--- config.mk ---
export PLATFORM = sky130hd
export DESIGN_NAME = alu_issue_ctrl
export DESIGN_NICKNAME = d
export VERILOG_FILES = /design/src/rtl/alu_issue_pkg.sv /design/src/rtl/alu_settle_cnt.sv /design/src/rtl/alu_issue_ctrl.sv
export SDC_FILE = /design/constraint.sdc
export NUM_CORES = 1
export LEC_CHECK = 0
export CAP_MARGIN = 25
export CORE_MARGIN = 3
export CORE_UTILIZATION = 43
export CTS_BUF_LIST = sky130_fd_sc_hd__clkbuf_4
export CTS_CLUSTER_SIZE = 14
export DETAILED_ROUTE_END_ITERATION = 16
export DONT_BUFFER_PORTS = 1
export PLACE_DENSITY_LB_ADDON = 0.15
export SETUP_SLACK_MARGIN = 0.02
export SKIP_CTS_REPAIR_TIMING = 1
export SYNTH_ARGS = -nofsm -noshare
export SYNTH_HDL_FRONTEND = slang
export SYNTH_SLANG_ARGS = --single-unit
--- constraint.sdc ---
create_clock -name clk -period 1.8 [get_ports clk]
set_input_delay 0.18 -clock clk [delete_from_list [all_inputs] [get_ports clk]]
set_output_delay 0.18 -clock clk [all_outputs]
set_load 0.005 [all_outputs]
--- src/rtl/alu_issue_pkg.sv ---
// Shared opcodes, FSM state type and constants for the ALU issue controller.
package alu_issue_pkg;

   localparam logic [1:0] OP_ADD = 2'b00;
   localparam logic [1:0] OP_SUB = 2'b01;
   localparam logic [1:0] OP_MUL = 2'b10;
   localparam logic [1:0] OP_DIV = 2'b11;

   localparam logic [7:0] DIV0_RESULT = 8'hFF;

   typedef enum logic [1:0] {
      IDLE = 2'd0,
      EXEC = 2'd1,
      RESP = 2'd2
   } state_t;

   // {N,Z,P} of a byte read as signed 8-bit.
   function automatic logic [2:0] nzp_of(input logic [7:0] d);
      return {d[7], (d == 8'h00), (!d[7] && (d != 8'h00))};
   endfunction

endpackage

--- src/rtl/alu_settle_cnt.sv ---
// Loadable down-counter with a zero flag; paces the ALU settle time.
module alu_settle_cnt #(
   parameter int unsigned W = 2
) (
   input  logic         clk,
   input  logic         reset,
   input  logic         load,
   input  logic [W-1:0] load_val,
   input  logic         dec,
   output logic         zero
);

   logic [W-1:0] cnt;

   always_ff @(posedge clk) begin
      if (reset) begin
         cnt <= '0;
      end else if (load) begin
         cnt <= load_val;
      end else if (dec && (cnt != '0)) begin
         cnt <= cnt - W'(1);
      end
   end

   assign zero = (cnt == '0);

endmodule

--- src/rtl/alu_issue_ctrl.sv ---
// Issue sequencer for the 8-bit four-op ALU: request handshake, per-op settle wait, response channel.
// Optional macro ALU_ISSUE_NZP_EN adds the registered rsp_nzp flags output.
module alu_issue_ctrl
   import alu_issue_pkg::*;
#(
   parameter int unsigned TAG_W      = 2,
   parameter int unsigned ADD_CYCLES = 1,
   parameter int unsigned SUB_CYCLES = 1,
   parameter int unsigned MUL_CYCLES = 2,
   parameter int unsigned DIV_CYCLES = 4
) (
   input  logic             clk,
   input  logic             reset,
   input  logic             req_valid,
   output logic             req_ready,
   input  logic [7:0]       req_rs,
   input  logic [7:0]       req_rt,
   input  logic [1:0]       req_op,
   input  logic [TAG_W-1:0] req_tag,
   output logic [7:0]       alu_rs,
   output logic [7:0]       alu_rt,
   output logic [1:0]       alu_op,
   input  logic [7:0]       alu_result,
   output logic             rsp_valid,
   input  logic             rsp_ready,
   output logic [7:0]       rsp_data,
   output logic [TAG_W-1:0] rsp_tag,
   output logic             rsp_div0
`ifdef ALU_ISSUE_NZP_EN
   ,
   output logic [2:0]       rsp_nzp
`endif
);

   localparam int unsigned MAX_AS  = (ADD_CYCLES > SUB_CYCLES) ? ADD_CYCLES : SUB_CYCLES;
   localparam int unsigned MAX_MD  = (MUL_CYCLES > DIV_CYCLES) ? MUL_CYCLES : DIV_CYCLES;
   localparam int unsigned MAX_CYC = (MAX_AS > MAX_MD) ? MAX_AS : MAX_MD;
   localparam int unsigned CNT_W   = (MAX_CYC > 1) ? $clog2(MAX_CYC) : 1;

   function automatic logic [CNT_W-1:0] cycles_m1(input logic [1:0] op);
      case (op)
         OP_ADD:  return CNT_W'(ADD_CYCLES - 1);
         OP_SUB:  return CNT_W'(SUB_CYCLES - 1);
         OP_MUL:  return CNT_W'(MUL_CYCLES - 1);
         default: return CNT_W'(DIV_CYCLES - 1);
      endcase
   endfunction

   state_t           state, state_nxt;
   logic             accept;
   logic             capture;
   logic             req_div0;
   logic             div0_pend;
   logic             cnt_zero;
   logic [CNT_W-1:0] cnt_load_val;
   logic [7:0]       result_nxt;

   assign req_div0     = (req_op == OP_DIV) && (req_rt == 8'h00);
   // Divide-by-zero still spends one EXEC cycle so its response lands at T+1 like a 1-cycle op.
   assign cnt_load_val = req_div0 ? '0 : cycles_m1(req_op);
   assign result_nxt   = div0_pend ? DIV0_RESULT : alu_result;
   assign rsp_valid    = (state == RESP);

   always_ff @(posedge clk) begin
      if (reset) begin
         state <= IDLE;
      end else begin
         state <= state_nxt;
      end
   end

   always_comb begin
      state_nxt = state;
      req_ready = 1'b0;
      capture   = 1'b0;
      case (state)
         IDLE: req_ready = 1'b1;
         EXEC: begin
            if (cnt_zero) begin
               capture   = 1'b1;
               state_nxt = RESP;
            end
         end
         RESP: begin
            req_ready = rsp_ready;
            if (rsp_ready) state_nxt = IDLE;
         end
         default: state_nxt = IDLE;
      endcase
      accept = req_valid && req_ready;
      if (accept) state_nxt = EXEC;
   end

   alu_settle_cnt #(
      .W (CNT_W)
   ) u_settle_cnt (
      .clk      (clk),
      .reset    (reset),
      .load     (accept),
      .load_val (cnt_load_val),
      .dec      (state == EXEC),
      .zero     (cnt_zero)
   );

   always_ff @(posedge clk) begin
      if (reset) begin
         alu_rs    <= '0;
         alu_rt    <= '0;
         alu_op    <= '0;
         rsp_tag   <= '0;
         rsp_data  <= '0;
         rsp_div0  <= 1'b0;
         div0_pend <= 1'b0;
      end else begin
         if (accept) begin
            alu_rs    <= req_rs;
            alu_rt    <= req_rt;
            alu_op    <= req_op;
            rsp_tag   <= req_tag;
            div0_pend <= req_div0;
         end
         if (capture) begin
            rsp_data <= result_nxt;
            rsp_div0 <= div0_pend;
         end
      end
   end

`ifdef ALU_ISSUE_NZP_EN
   always_ff @(posedge clk) begin
      if (reset) begin
         rsp_nzp <= '0;
      end else if (capture) begin
         rsp_nzp <= nzp_of(result_nxt);
      end
   end
`endif

endmodule
# After elaboration in Yosys (flattened, before gate mapping)
# Cells that the tools add are included.
[classes]
add_sub_neg = 1
n_mux = 12
n_bitwise = 1
n_reduce_logical = 13
eq_ne = 10
[ops]
columns = ["op", "n"]
rows = [
  ["$mux W2", 5],
  ["$logic_not A8 Y1", 1],
  ["$mux W8", 1],
  ["$eq A2 B2 Y1 const B", 3],
  ["$logic_not A2 Y1", 3],
  ["$pmux W2 S3", 1],
  ["$reduce_and A3 Y1", 2],
  ["$eq A2 B1 Y1 const B", 2],
  ["$ne A2 B2 Y1 const B", 2],
  ["$pmux W2 S2", 1],
  ["$reduce_bool A2 Y1", 2],
  ["$reduce_or A2 Y1", 2],
  ["$logic_and A1 B1 Y1", 3],
  ["$mux W1", 3],
  ["$ne A3 B1 Y1 const B", 1],
  ["$ne A3 B3 Y1 const B", 1],
  ["$ne A2 B1 Y1 const B", 1],
  ["$pmux W1 S2", 1],
  ["$sub A2 B1 Y2 const B", 1],
  ["$not A1 Y1", 1],
]
[word_totals]
output_inout_bits = 31
word_cells = 47
register_bits = 34
in_bits = 32

# Logic depth before layout (Yosys ltp)
# Gate-level depths: netlist of run 1.
[logic_depth]
word_depth = 5
depth_mapped = 6

# Cells and area by module
# A second synthesis of run 1 with hierarchy kept.
[hier_totals]
cells_unflattened = 121
hier_area_um2 = 1278.7
[modules_own_cells]
columns = ["module", "cells_each", "n_inst", "area_each_um2"]
rows = [
  ["alu_issue_ctrl", 107, 1, 1152.4],
  ["alu_settle_cnt", 14, 1, 126.4],
]

# Worst setup path after synthesis of run 1
# No wires, ideal clock.
[synth_path]
kind = "flip-flop to flip-flop"
startpoint = "register u_settle_cnt.cnt[0]"
endpoint = "register rsp_data[6]"
arrival_ns = 1.244
synth_period_minus_slack_ns = 1.324
n_path_buf = 1
stages_incl_launch_ff = 7
path_slack_ns = 0.476
path_cell_list = "dfxtp_1 inv_1 ha_1 nor3b_4 buf_6 nor2_1 a211oi_2"
[synth_between]
elab_chain_len = 3
[synth_lines]
columns = ["item", "line", "text"]
rows = [
  ["start: declaration", "alu_settle_cnt.sv:13", "logic [W-1:0] cnt;"],
  ["start signal: assignment", "alu_settle_cnt.sv:19", "cnt <= load_val;"],
  ["start signal: assignment", "alu_settle_cnt.sv:21", "cnt <= cnt - W'(1);"],
  ["$logic_not A2 Y1", "alu_settle_cnt.sv:25", "assign zero = (cnt == '0);"],
  ["$mux W1", "alu_issue_ctrl.sv:79", "if (cnt_zero) begin"],
  ["$mux W1", "alu_issue_ctrl.sv:76", "case (state)"],
  ["end signal: assignment", "alu_issue_ctrl.sv:123", "rsp_data <= result_nxt;"],
  ["end: declaration", "alu_issue_ctrl.sv:26", "output logic [7:0] rsp_data,"],
]
# No other way between the ends.
# A chain may end at the register's enable or synchronous reset.

# Final worst setup path of run 1
[layout_path]
startpoint = "register u_settle_cnt.cnt[0]"
endpoint = "register u_settle_cnt.cnt[0]"
[layout_between]
elab_chain_len = 3
[layout_lines]
columns = ["item", "line", "text"]
rows = [
  ["$sub A2 B1 Y2 or $reduce_bool A2 Y1 (tied branches)", "alu_settle_cnt.sv:21, alu_settle_cnt.sv:20", ""],
  ["$mux W2 or $logic_and A1 B1 Y1 (tied branches)", "alu_settle_cnt.sv:20", "end else if (dec && (cnt != '0)) begin"],
  ["$mux W2 or $reduce_bool A2 Y1 (tied branches)", "--", ""],
]
# Several ways; a longest one is shown, not always the timed one. The select of a mux whose other input is x is not followed.

==> summary.md, run 1 <==
| Metric | Value |
|---|---|
| Worst-Margin Slew | `330 ps` |
| PwrDens | `964 mW/mm²` |
| Hpwl dp | `2.05 mm` |
| Row cnt | `19` |
| Largest area contributor in the netlist | `dfxtp_1` |
| Synth Area in XOR/XNOR | `0.00653` |
| Max Root-Sink Buffers | `2` |
| Num CTS Buffers | `5` |
| Final Hold Fails | `0` |
| CP Launch Point | `u_settle_cnt.cnt[0]` |
| Final setup viols | `0` |
| CTS tree | `built` |
| Fin crit period | `1430 ps` |
| Crit end category | `flop` |
| Vias per inst | `5.22` |
| Top Ports | `63` |
| Pre-Repair DR Iteration Count | `4` |
| Total global routing overflow | `0` |
| Compound-gate portion of the synthesized area | `0.147` |
| RSZ-0062 raised after global routing | `no` |
| Largest family of logic cells by synthesized area | `simple AND/OR/NAND/NOR gates` |
| LEAKAGE | `0.623 nW` |
| Root buf cell | `clkbuf_4` |
| DR vias | `1,123` |
| Met3 usage | `0.0826` |
| Fin area | `0.00165 mm²` |
| Chip width | `61.9 µm` |
| Async SR Flop Fraction | `0` |
| Mapped Avg Cell Area | `8.23 µm²` |
| Gr busiest metal | `met2` |
| Die area | `0.00383 mm²` |
| Slowest cell on the critical path | `dfxtp_1` |
| Post-Synthesis Cells | `163` |
| Routed WL per cell | `14.3 µm` |
| Largest net degree at the start of global routing | `36` |
| Initial core utilization | `0.470` |
| Setup ws final | `374 ps` |
| Post-Synth Adder-Cell Area | `0.00933` |
| Area Growth Syn to Fin | `22.7%` |
| Initial antenna violation count | `0` |
| Max-slew violations | `0` |
| Syn nets | `196` |
| Total Routing Usage GR | `0.158` |
| Synth top area share | `0.507` |
| Die Y | `61.9 µm` |
| Layout Nets | `216` |
| EDFF count, synth | `0` |
| Sequential share of the synthesized area | `0.507` |
| Max VDD drop | `0.506 mV` |
| Routed WL | `3.07 mm` |
| ANT nets after route | `0` |
| Synth cell count leaders | `nand2_1, dfxtp_1, a21oi_1, nor2_1, a211oi_1` |
| Met2 usage | `0.257` |
| Share of cells above drive strength 1 | `0.103` |
| CTS clk-pin slew, worst paths | `110 ps` |
| Critical path peak fanout | `4` |
| Worst clock skew | `11.7 ps` |
| # H-tree levels | `2` |
| Worst path cell trace | `inv_1 -> ha_1 -> nor3b_2 -> xnor2_1 -> nor3_1 -> a41o_1` |
| Critical Path RT | `2030 ps` |
| Worst skew pair latency | `330 ps` |
| Final Wtd Congestion | `0.771` |
| Hold wc startpoint | `alu_result[1]` |
| Type of the worst setup path | `flop to flop` |
| First-pass GRT wire length | `4.35 mm` |
| Worst r2r src | `u_settle_cnt.cnt[0]` |
| Max Cap Violations | `0` |
| Ys Warns | `0` |
| Iter 0 DRT Violations | `44` |
| I/O Buffers | `0` |
| Max_slew headroom | `0.780` |
| Most common cell in the netlist | `nand2_1` |
| Status | `completed` |
| Place WS | `386 ps` |
| Clock sinks | `34` |
| Simple logic cell fraction of the synthesized area | `0.270` |
| Synth Register Bits | `34` |
| Tcrit/Tclk final | `0.792` |
| Worst EP arrival | `1660 ps` |
| Core Region | `0.00285 mm²` |
| Max Fclk | `701 MHz` |
| Synth top area cells | `dfxtp_1, nand2_1, a21oi_1` |
| Number of global-route vias before repair | `991` |
| Post-synthesis cell type count | `27` |
| Top_reg_cell synth | `dfxtp_1` |
| Met1 Resource Use GR | `0.174` |
| DP Area | `0.00135 mm²` |
| Post-synthesis mux area share | `0.00746` |
| Startpoint Class | `flop` |
| Worst path max stage delay | `360 ps` |
| Residual DRC | `0` |
| Worst Hold Class | `input pin to flop` |
| Antenna Cells | `0` |
| Final setup TNS | `0 ps` |
| Synthesized cell area | `0.00134 mm²` |
## report_power, final
part	switching (W)	leakage (nW)	internal [W]
sequential	0.0000415	0.279	0.000806
clock	0.000249	0.0450	0.000288
combinational	0.000104	0.299	0.0000985
total	0.000395	0.623	0.00119
## cell families after synthesis
| logic type | Yosys count |
|---|---|
| flops | 34 |
| simple gates | 78 |
| mux | 1 |
| compound gates | 33 |
| xor+xnor | 1 |
| buf+inv | 15 |
| fa+ha+maj | 1 |
## layout make-up
| cell class | count | area, µm² |
|---|---|---|
| clock buffer | 5 | 37.5 |
| clock inverter | 3 | 40.0 |
| fill | 269 | 1210 |
| inverter | 4 | 15.0 |
| multi-input combinational | 114 | 591 |
| sequential | 34 | 681 |
| tap | 31 | 38.8 |
| timing repair buffer | 24 | 243 |
## critical path, delay by kind of cell (launching register included)
kind | cells | cell delay, ps
simple gates | 2 | 350
fa+ha+maj | 1 | 220
flops | 1 | 360
compound gates | 1 | 200
xor+xnor | 1 | 160
buf+inv | 1 | 50
## worst paths after layout
check / slack, ps / cells past startpoint / to
worst max-delay path: 370 / 6 / u_settle_cnt.cnt[0]
worst min-delay path: 30 / 2 / rsp_data[1]
worst max register to register: 370 / 6 / u_settle_cnt.cnt[0]
worst min register to register: 480 / 2 / alu_rs[7]
## per-stage QoR
step | hold WS (ps) | power, W | util | cells
final | 25.7 | 0.00159 | 0.577 | 215
after global routing | 17.1 | 0.00167 | 0.577 | 215
after CTS | -121 | 0.00156 | 0.500 | 194
after detailed placement | 251 | 0.00102 | 0.472 | 186
after global placement | 248 | 0.00101 | 0.472 | 186
after floorplan | 316 | 0.000997 | - | 163
## registers in the layout, summed over array words and instances (netlist names)
name	count
u_settle_cnt.cnt	2
state	2
alu_rt	8
rsp_tag	2
rsp_data	8
div0_pend	1
rsp_div0	1
alu_op	2
alu_rs	8
## routing by layer
layer	vias to the layer above	wire length, µm
met2	43	1490
met4	0	27
met1	497	1300
met5	-	0
met3	4	251
li1	579	-
## cell usage in the layout, fill, tap and decap left out
master         instances
nand2_1               44
dfxtp_1               34
a21oi_1               23
nor2_1                21
dlygate4sd3_1         20
a211oi_1               7
clkbuf_4               5
inv_1                  3
buf_4                  3
nor2b_1                2
or4_4                  2
clkinv_2               2
nand2b_1               1
and2b_1                1
and2_1                 1
inv_2                  1
nor3b_4                1
mux2i_1                1
nor2_4                 1
nand4_1                1
nand4b_1               1
nor3b_2                1
o211ai_1               1
a211oi_2               1
xnor2_1                1
nor3_1                 1
a41o_1                 1
ha_1                   1
bufinv_16              1
buf_12                 1
No activity file was read; power rests on OpenSTA's default activity.
==> run 2: changes to the inputs <==
ABC_AREA = 1   (was unset)
clock period = 1.4 ns   (was 1.8 ns; I/O delays follow)
==> summary.md, run 2 <==
| Metric | Value |
|---|---|
| WHS | `-6.01 ps (-31.7 ps)` |
| Post-synthesis cell type count | `18 (-33%)` |
| Residual DRC | `0 (unchanged)` |
| Worst Hold Class | `input pin to flop` |
| CTS tree | `built` |
| CTS clk-pin slew, worst paths | `110 ps (about the same)` |
| Worst r2r src | `u_settle_cnt.cnt[0]` |
| LEAKAGE | `0.702 nW (+13%)` |
| Max VDD drop | `0.722 mV (+43%)` |
| Clock sinks | `34 (unchanged)` |
| Chip width | `61.7 µm (-0.30%)` |
| CP Launch Point | `u_settle_cnt.cnt[0]` |
| EDFF count, synth | `0 (unchanged)` |
| Synth top area cells | `dfxtp_1, nand2_1, a21oi_1` |
| Post-Synthesis Cells | `176 (+8.0%)` |
| Routed WL per cell | `13.9 µm (-2.4%)` |
| Antenna Cells | `0 (unchanged)` |
| Ys Warns | `0 (unchanged)` |
| RSZ-0062 raised after global routing | `no` |
| Row cnt | `19 (unchanged)` |
| Initial antenna violation count | `0 (unchanged)` |
| Max Root-Sink Buffers | `2 (unchanged)` |
| Max-slew violations | `0 (unchanged)` |
| Hpwl dp | `2.15 mm (+4.7%)` |
| Share of cells above drive strength 1 | `0.0631 (-0.0402)` |
| Fin crit period | `1250 ps (-177 ps)` |
| Max Cap Violations | `0 (unchanged)` |
| Final Hold Fails | `1 (+1)` |
| Layout Nets | `238 (+10%)` |
| Final setup TNS | `0 ps (unchanged)` |
| Largest net degree at the start of global routing | `20 (-44%)` |
| Worst skew pair latency | `330 ps (about the same)` |
| Syn nets | `209 (+6.6%)` |
| Failing checks | `negative hold slack` |
| Top Registers | `alu_rs x8, alu_rt x8, rsp_data x8` |
| Leading cell type in the layout, fill and taps excluded | `nand2_1` |
| Crit end category | `flop` |
| Routed WL | `3.30 mm (+7.6%)` |
| Max_slew headroom | `0.549 (-0.231)` |
| Largest area contributor in the netlist | `dfxtp_1` |
| Most common cell in the netlist | `nand2_1` |
| ANT nets after route | `0 (unchanged)` |
| Die Y | `61.7 µm (-0.30%)` |
| Type of the worst setup path | `flop to flop` |
| Most frequent cells in the layout | `nand2_1, dfxtp_1, dlygate4sd3_1` |
| Final setup viols | `0 (unchanged)` |
| Total global routing overflow | `0 (unchanged)` |
| Top_reg_cell synth | `dfxtp_1` |
| Synth top area share | `0.511 (+0.00334)` |
| Worst clock skew | `13.5 ps (+1.81 ps)` |
| I/O Buffers | `0 (unchanged)` |
| Vias per inst | `5.20 (-0.48%)` |
| Core Region | `0.00285 mm² (unchanged)` |
| Die area | `0.00380 mm² (-0.60%)` |
| Critical Path RT | `1630 ps (-400 ps)` |
| Worst EP arrival | `1480 ps (-180 ps)` |
| Mapped Avg Cell Area | `7.57 µm² (-8.0%)` |
| Sequential share of the synthesized area | `0.511 (+0.00334)` |
| Initial core utilization | `0.467 (-0.00307)` |
| Synth cell count leaders | `nand2_1, dfxtp_1, a21oi_1, nor2_1, o21ai_0` |
| Iter 0 DRT Violations | `55 (+25%)` |
| Power after layout | `0.00188 W (+18%)` |
| DR vias | `1,232 (+9.7%)` |
| First-pass GRT wire length | `4.45 mm (+2.2%)` |
| Hold wc startpoint | `req_rt[4]` |
| Root buf cell | `clkbuf_4` |
| Async SR Flop Fraction | `0 (unchanged)` |
| Startpoint Class | `flop` |
| Top Ports | `63 (unchanged)` |
| Status | `finished, violations left` |
| PwrDens | `1130 mW/mm² (+18%)` |
| Number of global-route vias before repair | `1,032 (+4.1%)` |
| # H-tree levels | `2 (unchanged)` |
| Tcrit/Tclk final | `0.892 (+0.0999)` |
| Synth Register Bits | `34 (unchanged)` |
| Fin util | `0.581 (+0.00395)` |
| Pre-Repair DR Iteration Count | `4 (unchanged)` |
| Area Growth Syn to Fin | `24.3%` |
| Max Fclk | `801 MHz (+14%)` |
| Total Routing Usage GR | `0.162 (+0.00402)` |
| Critical path peak fanout | `9 (+5)` |
| Worst-Margin Slew | `674 ps (+345 ps)` |
| Num CTS Buffers | `5 (unchanged)` |
| Synthesized cell area | `0.00133 mm² (-0.65%)` |
| Final Wtd Congestion | `0.764 (-0.83%)` |
[run 2: cells by family (layout without fill, tap and decap cells)]
kind of cell / after synthesis / count (layout) / synth area share
and+or+nand+nor: 81 / 81 / 0.250
buffers and inverters: 25 / 55 / 0.0986
AOI/OAI and AO/OA: 35 / 35 / 0.131
DFF: 34 / 34 / 0.511
adders and majority gates: 1 / 1 / 0.00939
[run 2: cell type report]
cell class / instances / area [µm²]
repair buffers: 31 / 303
multi-input cells: 117 / 520
inverters: 16 / 60.1
well taps: 31 / 38.8
fillers: 267 / 1200
clock buffers: 5 / 37.5
clock inverters: 3 / 16.3
flip-flops and latches: 34 / 681
[run 2: worst max-delay path: stages, from the launching register on]
cell and delay (ps):
dfxtp_1 320, inv_1 60, ha_1 220, nand3_1 100, inv_1 140, o21ai_0 250, nor2_1 60
[run 2: routing by layer]
metal,share of wire,GRT usage,vias up
met1,0.40,0.182,552
met5,0,0,-
met3,0.099,0.0964,4
met2,0.49,0.256,54
met4,0.0094,0.0545,0
li1,-,-,622
[run 2: report_power, final]
part	internal (W)	leakage (nW)	switching [W]	total [W]
combinational	0.000122	0.394	0.000150	0.000272
clock	0.000187	0.0286	0.000327	0.000513
sequential	0.00104	0.279	0.0000524	0.00109
[run 2: per-stage QoR]
stage | area [µm²] | cells | setup slack, ps | hold slack [ps]
final | 1660 | 237 | 151 | -6.01
after global routing | 1660 | 237 | 29.7 | 10.1
after CTS | 1380 | 209 | 184 | -165
after detailed placement | 1320 | 201 | 198 | 213
after global placement | 1320 | 201 | 258 | 212
after floorplan | 1330 | 176 | 352 | 279
[run 2: worst paths after layout]
kind,to,slack [ps],cells after the start
worst min-delay path,alu_rt[4],-6,2
worst max-delay path,rsp_data[7],150,6
worst max register to register,rsp_data[7],150,6
worst min register to register,rsp_tag[0],490,2
==> run 3: changes to the inputs <==
CORE_UTILIZATION = 35   (was 43)
==> summary.md, run 3 (synthesis results as in run 2) <==
| Metric | Value |
|---|---|
| Layout Nets | `237 (-0.42%)` |
| Routed WL | `3.40 mm (+2.9%)` |
| Max Fclk | `820 MHz (+2.4%)` |
| Max VDD drop | `0.529 mV (-27%)` |
| Initial antenna violation count | `0 (unchanged)` |
| Top Registers | `alu_rs x8, alu_rt x8, rsp_data x8` |
| Residual DRC | `0 (unchanged)` |
| Worst EP arrival | `1430 ps (-50 ps)` |
| Max-slew violations | `0 (unchanged)` |
| Top Ports | `63 (unchanged)` |
| Total global routing overflow | `0 (unchanged)` |
| Die Y | `67.7 µm (+9.8%)` |
| Final Hold Fails | `1 (unchanged)` |
| ANT nets after route | `0 (unchanged)` |
| DR vias | `1,210 (-1.8%)` |
| I/O Buffers | `0 (unchanged)` |
| Antenna Cells | `0 (unchanged)` |
| CTS clk-pin slew, worst paths | `90 ps (-20 ps)` |
| Crit end category | `flop` |
| Status | `finished, violations left` |
| First-pass GRT wire length | `4.89 mm (+9.9%)` |
| Worst-Margin Slew | `671 ps (-3.51 ps)` |
| R2R cell count | `6 (unchanged)` |
| Core Region | `0.00349 mm² (+22%)` |
| Critical path peak fanout | `9 (unchanged)` |
| Fin util | `0.475 (-0.106)` |
| Clock sinks | `34 (unchanged)` |
| Initial core utilization | `0.381 (-0.0858)` |
| WHS | `-10.8 ps (-4.83 ps)` |
| Hpwl dp | `2.27 mm (+5.6%)` |
| LEAKAGE | `0.694 nW (-1.0%)` |
| Number of global-route vias before repair | `1,098 (+6.4%)` |
| Largest net degree at the start of global routing | `20 (unchanged)` |
| Area Growth Syn to Fin | `24.6%` |
| Most frequent cells in the layout | `nand2_1, dfxtp_1, dlygate4sd3_1` |
| Failing checks | `negative hold slack` |
| Share of cells above drive strength 1 | `0.0591 (-0.00399)` |
| Fin crit period | `1220 ps (-29.8 ps)` |
| Tcrit/Tclk final | `0.871 (-0.0213)` |
| Total Routing Usage GR | `0.144 (-0.0184)` |
| Filler cell count | `333 (+25%)` |
| Max Cap Violations | `0 (unchanged)` |
| Max Root-Sink Buffers | `2 (unchanged)` |
| Startpoint Class | `flop` |
| Vias per inst | `4.86 (-6.5%)` |
| Type of the worst setup path | `flop to flop` |
| PwrDens | `1100 mW/mm² (-3.0%)` |
| Worst skew pair latency | `320 ps (about the same)` |
| Worst Hold Class | `input pin to flop` |
| Iter 0 DRT Violations | `33 (-40%)` |
| Chip width | `67.7 µm (+9.8%)` |
| Pre-Repair DR Iteration Count | `4 (unchanged)` |
| Critical Path RT | `1610 ps (-20 ps)` |
| Routed WL per cell | `13.6 µm (-2.1%)` |
| Leading cell type in the layout, fill and taps excluded | `nand2_1` |
| Max_slew headroom | `0.551 (+0.00235)` |
| Multi-input logic area | `528 µm² (+1.4%)` |
| Root buf cell | `clkbuf_4` |
| # H-tree levels | `2 (unchanged)` |
| Final Wtd Congestion | `0.701 (-8.3%)` |
| Worst clock skew | `5.46 ps (-8.03 ps)` |
| Num CTS Buffers | `5 (unchanged)` |
| Final setup viols | `0 (unchanged)` |
| Die area | `0.00458 mm² (+21%)` |
| Final setup TNS | `0 ps (unchanged)` |
| Power after layout | `0.00183 W (-2.7%)` |
| Row cnt | `21 (+2)` |
| CTS tree | `built` |
| RSZ-0062 raised after global routing | `no` |
| FF/Latch Area | `681 µm² (unchanged)` |
| Min-Delay Path Depth | `2 (unchanged)` |
==> run 3: cell count changes in the layout (fill, tap and decap cells not counted), sizes merged <==
cell         delta
clkinvlp        -1
clkinv          -1
buf             +1
dlygate4sd3     -2
==> run 3: worst max-delay path: stages (launching register included) <==
cell and delay, ps:
dfxtp_1 310, inv_1 50, ha_1 210, nand3_1 130, inv_1 140, o21ai_0 190, nor2_1 60
==> run 3: final timing paths <==
| path | startpoint | endpoint | slack [ps] |
|---|---|---|---|
| setup reg to reg | u_settle_cnt.cnt[0] | rsp_data[5] | 180 |
| setup / recovery | u_settle_cnt.cnt[0] | rsp_data[5] | 180 |
| hold / removal | req_rt[3] | alu_rt[3] | -10 |
| hold reg to reg | alu_rs[7] | alu_rs[7] | 490 |
==> run 3: area by class of cell <==
cell class,instances,area share
flip-flops and latches,34,0.410
multi-input cells,117,0.318
repair buffers,30,0.175
inverters,16,0.0377
well taps,46,0.0347
clock buffers,5,0.0226
clock inverters,1,0.00226
==> run 3: metal layers <==
layer  routed length [µm]  up-vias  track usage  share of wire
met4                   28        0       0.0608         0.0082
li1                     -      616            -              -
met5                    0        -            0              0
met3                  323        4       0.0682          0.095
met1                 1380      542        0.170           0.41
met2                 1660       48        0.221           0.49
==> run 3: per-stage QoR <==
| step | hold WS, ps | instance area, µm² | setup WS [ps] | instances |
|---|---|---|---|---|
| final | -10.8 | 1660 | 181 | 249 |
| after global routing | 11.8 | 1660 | 35.7 | 249 |
| after CTS | -144 | 1390 | 87.5 | 223 |
| after detailed placement | 212 | 1350 | 107 | 217 |
| after global placement | 211 | 1350 | 212 | 217 |
| after floorplan | 279 | 1330 | 352 | 176 |
==> run 3: report_power, final <==
part | switching, W | total [W] | internal (W) | leakage (nW)
clock network | 0.000287 | 0.000459 | 0.000171 | 0.0246
logic | 0.000151 | 0.000275 | 0.000124 | 0.391
registers | 0.0000529 | 0.00109 | 0.00104 | 0.279
total | 0.000491 | 0.00183 | 0.00133 | 0.694
